$ cat src/rtl/fetch_pkg.sv
// Shared types for the multi-thread fetch unit: bus FSM states, request slot layout
// and the thread-index width helper.
package fetch_pkg;

    // Slot storage width; the unit's AW/DW must not exceed these.
    localparam int SLOT_AW = 32;
    localparam int SLOT_DW = 32;

    typedef enum logic {
        IDLE = 1'b0,
        BUS  = 1'b1
    } fetch_state_t;

    typedef struct packed {
        logic               wr;
        logic [SLOT_AW-1:0] addr;
        logic [SLOT_DW-1:0] wdata;
    } slot_t;

    function automatic int tw(input int n);
        return (n > 1) ? $clog2(n) : 1;
    endfunction

endpackage

$ cat src/rtl/rr_arbiter.sv
// Round-robin pick of the first pending thread after ptr (wrapping); purely combinational.
// No backpressure: grant is valid whenever any thread is pending.
module rr_arbiter #(
    parameter int THREADS = 4,
    parameter int TW      = 2
) (
    input  logic [THREADS-1:0] pending,
    input  logic [TW-1:0]      ptr,
    output logic [THREADS-1:0] grant,
    output logic [TW-1:0]      grant_idx,
    output logic               grant_vld
);

    logic [TW-1:0] idx;

    always_comb begin
        grant     = '0;
        grant_idx = '0;
        grant_vld = 1'b0;
        idx       = '0;
        for (int i = 1; i <= THREADS; i++) begin
            idx = TW'((int'(ptr) + i) % THREADS);
            if (!grant_vld && pending[idx]) begin
                grant_vld  = 1'b1;
                grant_idx  = idx;
                grant[idx] = 1'b1;
            end
        end
    end

endmodule

$ cat src/rtl/fetch_mt_unit.sv
// Per-thread request slots serialised round-robin onto one bus master; W_STB earliest one cycle
// after acceptance, a request to an occupied slot is dropped with a req_reject pulse.
module fetch_mt_unit
    import fetch_pkg::*;
#(
    parameter int  THREADS = 4,
    parameter int  AW      = 32,
    parameter int  DW      = 32,
    parameter int  TIMEOUT = 255,
    localparam int TW      = tw(THREADS)
) (
    input  logic               clk,
    input  logic               rst,
    input  logic               f_enable,
    input  logic               write_mode,
    input  logic [TW-1:0]      thread,
    input  logic [AW-1:0]      addr,
    input  logic [DW-1:0]      data_i,
    output logic [THREADS-1:0] busy_o,
    output logic               req_reject,
    output logic               ack,
    output logic [TW-1:0]      ack_thread,
    output logic [DW-1:0]      data_o,
    output logic               err,
    output logic               W_STB,
    output logic               W_WRITE,
    output logic [AW-1:0]      W_ADDR,
    output logic [DW-1:0]      W_DATA_O,
    input  logic               W_ACK,
    input  logic [DW-1:0]      W_DATA_I
);

    localparam int CW = (TIMEOUT > 0) ? $clog2(TIMEOUT + 1) : 1;

    fetch_state_t       state_q, state_d;
    slot_t              slot_q [THREADS];
    logic [THREADS-1:0] busy_q, cur_oh, set_mask, clr_mask;
    logic [TW-1:0]      ptr_q;
    logic [CW-1:0]      cnt_q;

    logic [THREADS-1:0] gnt_oh;
    logic [TW-1:0]      gnt_idx;
    logic               gnt_vld;
    logic               accept, do_grant, do_done, do_abort, finish;

    rr_arbiter #(.THREADS(THREADS), .TW(TW)) u_arb (
        .pending   (busy_q),
        .ptr       (ptr_q),
        .grant     (gnt_oh),
        .grant_idx (gnt_idx),
        .grant_vld (gnt_vld)
    );

    // Occupancy is sampled before this edge's clear, so a same-edge retry is rejected.
    assign accept   = f_enable & ~busy_q[thread];
    assign set_mask = accept ? (THREADS'(1) << thread) : '0;
    assign clr_mask = finish ? cur_oh : '0;
    assign finish   = do_done | do_abort;
    assign busy_o   = busy_q;

    always_comb begin
        state_d  = state_q;
        do_grant = 1'b0;
        do_done  = 1'b0;
        do_abort = 1'b0;
        case (state_q)
            IDLE: begin
                if (gnt_vld) begin
                    do_grant = 1'b1;
                    state_d  = BUS;
                end
            end
            BUS: begin
                // A W_ACK on the limit edge still counts as a normal completion.
                if (W_ACK) begin
                    do_done = 1'b1;
                    state_d = IDLE;
                end else if (TIMEOUT != 0 && cnt_q == CW'(TIMEOUT - 1)) begin
                    do_abort = 1'b1;
                    state_d  = IDLE;
                end
            end
            default: state_d = IDLE;
        endcase
    end

    always_ff @(posedge clk or posedge rst) begin
        if (rst) begin
            state_q    <= IDLE;
            busy_q     <= '0;
            cur_oh     <= '0;
            ptr_q      <= TW'(THREADS - 1);
            cnt_q      <= '0;
            req_reject <= 1'b0;
            ack        <= 1'b0;
            ack_thread <= '0;
            data_o     <= '0;
            err        <= 1'b0;
            W_STB      <= 1'b0;
            W_WRITE    <= 1'b0;
            W_ADDR     <= '0;
            W_DATA_O   <= '0;
            for (int i = 0; i < THREADS; i++) begin
                slot_q[i] <= '0;
            end
        end else begin
            state_q    <= state_d;
            busy_q     <= (busy_q | set_mask) & ~clr_mask;
            req_reject <= f_enable & busy_q[thread];
            ack        <= finish;
            err        <= do_abort;

            if (accept) begin
                slot_q[thread] <= '{wr: write_mode, addr: SLOT_AW'(addr), wdata: SLOT_DW'(data_i)};
            end

            if (do_grant) begin
                W_STB    <= 1'b1;
                W_WRITE  <= slot_q[gnt_idx].wr;
                W_ADDR   <= AW'(slot_q[gnt_idx].addr);
                W_DATA_O <= DW'(slot_q[gnt_idx].wdata);
                ptr_q    <= gnt_idx;
                cur_oh   <= gnt_oh;
                cnt_q    <= '0;
            end else if (state_q == BUS && !W_ACK && cnt_q != '1) begin
                cnt_q <= cnt_q + CW'(1);
            end

            if (finish) begin
                W_STB      <= 1'b0;
                ack_thread <= ptr_q;
                data_o     <= (do_done && !W_WRITE) ? W_DATA_I : '0;
            end
        end
    end

endmodule
$ cat config.mk
export PLATFORM = sky130hd
export DESIGN_NAME = fetch_mt_unit
export DESIGN_NICKNAME = d
export VERILOG_FILES = /design/src/rtl/fetch_pkg.sv /design/src/rtl/rr_arbiter.sv /design/src/rtl/fetch_mt_unit.sv
export SDC_FILE = /design/constraint.sdc
export NUM_CORES = 1
export LEC_CHECK = 0
export BUFFER_PORTS_ARGS = -buffer_cell sky130_fd_sc_hd__buf_2
export CAP_MARGIN = 20
export CELL_PAD_IN_SITES_DETAIL_PLACEMENT = 0
export CELL_PAD_IN_SITES_GLOBAL_PLACEMENT = 2
export CORE_ASPECT_RATIO = 1.4
export CORE_MARGIN = 4
export CORE_UTILIZATION = 44
export DETAILED_ROUTE_END_ITERATION = 16
export GPL_ROUTABILITY_DRIVEN = 0
export PLACE_DENSITY_LB_ADDON = 0.1
export SLEW_MARGIN = 10
export SYNTH_ARGS = -nofsm -noshare
export SYNTH_HDL_FRONTEND = slang
export SYNTH_HIERARCHICAL = 1
export SYNTH_SLANG_ARGS = --single-unit
export TNS_END_PERCENT = 30
$ cat constraint.sdc
create_clock -name clk -period 29.9 [get_ports clk]
set_input_delay 0 -clock clk [delete_from_list [all_inputs] [get_ports clk]]
set_output_delay 0 -clock clk [all_outputs]
set_load 0.005 [all_outputs]
==> results.txt <==
ANT nets after route: 0
CTS tree: done
Starting Density: 44.7%
Post-synth cell types: 56
LEAKAGE: 0.00935 uW
DR vias: 10200
Total track usage: 18.9%
Iter 0 DRT Violations: 540
Setup TNS: 0 ps
Post-synth top flop: dfrtp_1
Ys async rst share: 100%
Final setup violation count: 0
Warnings, synthesis: 6
Place WS: 25770 ps
Crit Path Max Fanout: 44
Final Max Tran Viols: 0
VDD IR max: 0.0722 mV
Vias in the first global route: 11000
Clock Skews: 18.9 ps
Pwr/cell area: 118 nW/um^2
CP Data Arrival Time: 4470 ps
Cts bufs inserted: 39
Crit. End Element: register
Clock Path Buffers: 3
Crit start category: register
Most frequent cells after synthesis: dfrtp_1, mux2_2, nand2_1, mux4_2, a22o_1
Largest net degree at the start of global routing: 85
Die height: 237 microns
Final Cycle Share: 13.5%
Remaining DRCs: 0
Status: completed
Synth area leaders: dfrtp_1, mux2_2, mux4_2
GRT overflow: 0
Clk slew on worst S/H paths: 60 ps
RSZ-0062 raised after global routing: no
Cell count after synthesis: 1161
Register area share after synthesis: 58.2%
Post-synth EDFFs: 0
I/O Buffers: 209
Clk Tree Root Cell: clkbuf_16
Die area: 40500 sq um
Post-layout util: 54.9%
P&R area growth vs syn: 22.8%
Mapped Nets: 1274
Hold Crit Class: primary input to async pin
Max H-tree Level: 2
Vias per cell: 5.23
Std cell rows: 83
First-pass GRT wire length: 61.4 mm
Fillers: 3159
Actual slew at the worst max-slew pin: 986 ps
Minimum clock period: 4050 ps
Worst-skew pair later-pin latency: 530 ps
Synthesized area per cell: 14.1 sq um
Count leader, synth: dfrtp_1
Post-synth top area cell: dfrtp_1
Final hold vios: 0
Share of cells above drive strength 1: 42.7%
Synth top area share: 57.9%
TritonCTS Sinks: 382
NumNets Final: 1572
Drt first pass iters: 4
Worst Setup Slack, final: 25850 ps
Slew HR: 34.3%
Initial antenna violation count: 1
Max cap viols: 0
Wire per inst: 19.3 microns
Seq cells post-synth: 382
Setup repair bufs after CTS: 0
F_max: 0.247 GHz
Crit path kind: register to register
Die Width: 171 microns
Top-level I/O count: 210
Flop2flop setup slack: 25850 ps
HPWL after DPL: 22.0 mm
WP data required: 30330 ps
Synth Cell Area: 16400 sq um
Core area: 36800 sq um
Overall routed net length: 37.8 mm
[timing repair]
| item | 4_1_cts | 5_1_grt |
|---|---|---|
| hold buffers | 102 | 0 |
| hold endpoints to repair | 381 | 0 |
| gates resized for setup | 0 | 0 |
[layout make-up]
cell class | instances | area, sq um | share of cell area [%]
Antenna cell | 1 | 2.50 | 0.0124
Clock buffer | 55 | 1130 | 5.58
Clock inverter | 14 | 128 | 0.633
Inverter | 10 | 45.0 | 0.223
Multi-Input combinational cell | 696 | 6460 | 32.0
Sequential cell | 382 | 9560 | 47.4
Tap cell | 467 | 584 | 2.90
Timing Repair Buffer | 330 | 2260 | 11.2
[metrics by stage]
step / cell area (sq um) / std cells / total power (uW) / hold WS [ps]
2_1_floorplan: 16400 / 1161 / 1660 / 129
3_3_place_gp: 17800 / 1780 / 1900 / 122
3_5_place_dp: 17800 / 1781 / 1930 / 125
4_1_cts: 20100 / 1952 / 2430 / 99.6
5_1_grt: 20200 / 1955 / 2570 / 157
6_report: 20200 / 1955 / 2390 / 80.4
[worst paths after layout]
path | start | endpoint | cells past startpoint
max reg2reg | ptr_q[0]$_DFFE_PP1P_ | W_ADDR[29]$_DFFE_PP0P_ | 9
min reg2reg | cur_oh[2]$_DFFE_PP0P_ | busy_o[2]$_DFF_PP0_ | 1
max in group asynchronous | rst | slot_q[111]$_DFFE_PP0P_ | 5
min in group clk | W_DATA_I[5] | data_o[5]$_DFFE_PP0N_ | 3
min | rst | slot_q[132]$_DFFE_PP0P_ | 3
max | ptr_q[0]$_DFFE_PP1P_ | W_ADDR[29]$_DFFE_PP0P_ | 9
[cells in the final DEF (no fill, tap or decap), drive strengths merged, types with 2 or more instances in the layout]
cell type      n
o21ai         11
clkinv        11
buf          228
a211oi         5
nor3           2
and3           2
and3b          2
dfrtp        380
a21boi         2
nor2           6
bufinv         2
ha            10
a21oi          9
nand2b         4
a221oi         2
dlygate4sd3  102
a22o          32
nor4b          2
nand4          2
nand3          4
nand2        233
nor2b          3
inv           11
clkbuf        55
and2           3
mux4          67
a221o          4
mux2         262
a31oi          6
dfstp          2
o21bai         2
mux2i          7
[where the power goes]
part,switching (uW),internal [uW],total (uW)
sequential,138,770,909
combinational,444,555,999
clock,201,280,481
[registers in the layout, indices dropped and copies added (netlist names)]
signal      flops
slot_q        260
W_ADDR         32
W_DATA_O       32
data_o         32
cnt_q           8
busy_o          4
cur_oh          4
ack_thread      2
ptr_q           2
W_STB           1
W_WRITE         1
ack             1
err             1
req_reject      1
state_q         1
[cell families after synthesis]
kind of cell               Yosys count  share of synthesized area, %
adders and majority gates           10                         0.762
and+or+nand+nor                    269                          6.74
AOI/OAI and AO/OA                   81                          3.88
DFF                                382                          58.2
muxes                              336                          27.7
buffers and inverters               83                          2.72
[metal layers]
metal | up-vias | wire, microns | global-route usage (%)
met2 | 188 | 19100 | 32.3
met4 | 0 | 612 | 4.16
met3 | 40 | 1710 | 3.44
met5 | - | 0 | 0
met1 | 5271 | 16400 | 25.1
li1 | 4730 | - | -
[worst max-delay path, cell delays in order (launching register included)]
cell     delay [ps]
dfstp_2         750
mux4_2          660
a21oi_2         170
nor3_1           60
nor2_2          100
o31a_2          680
buf_4           750
mux4_2          590
nand2_1          80
nand2_1          50
Power figures use the tool's default switching activity.
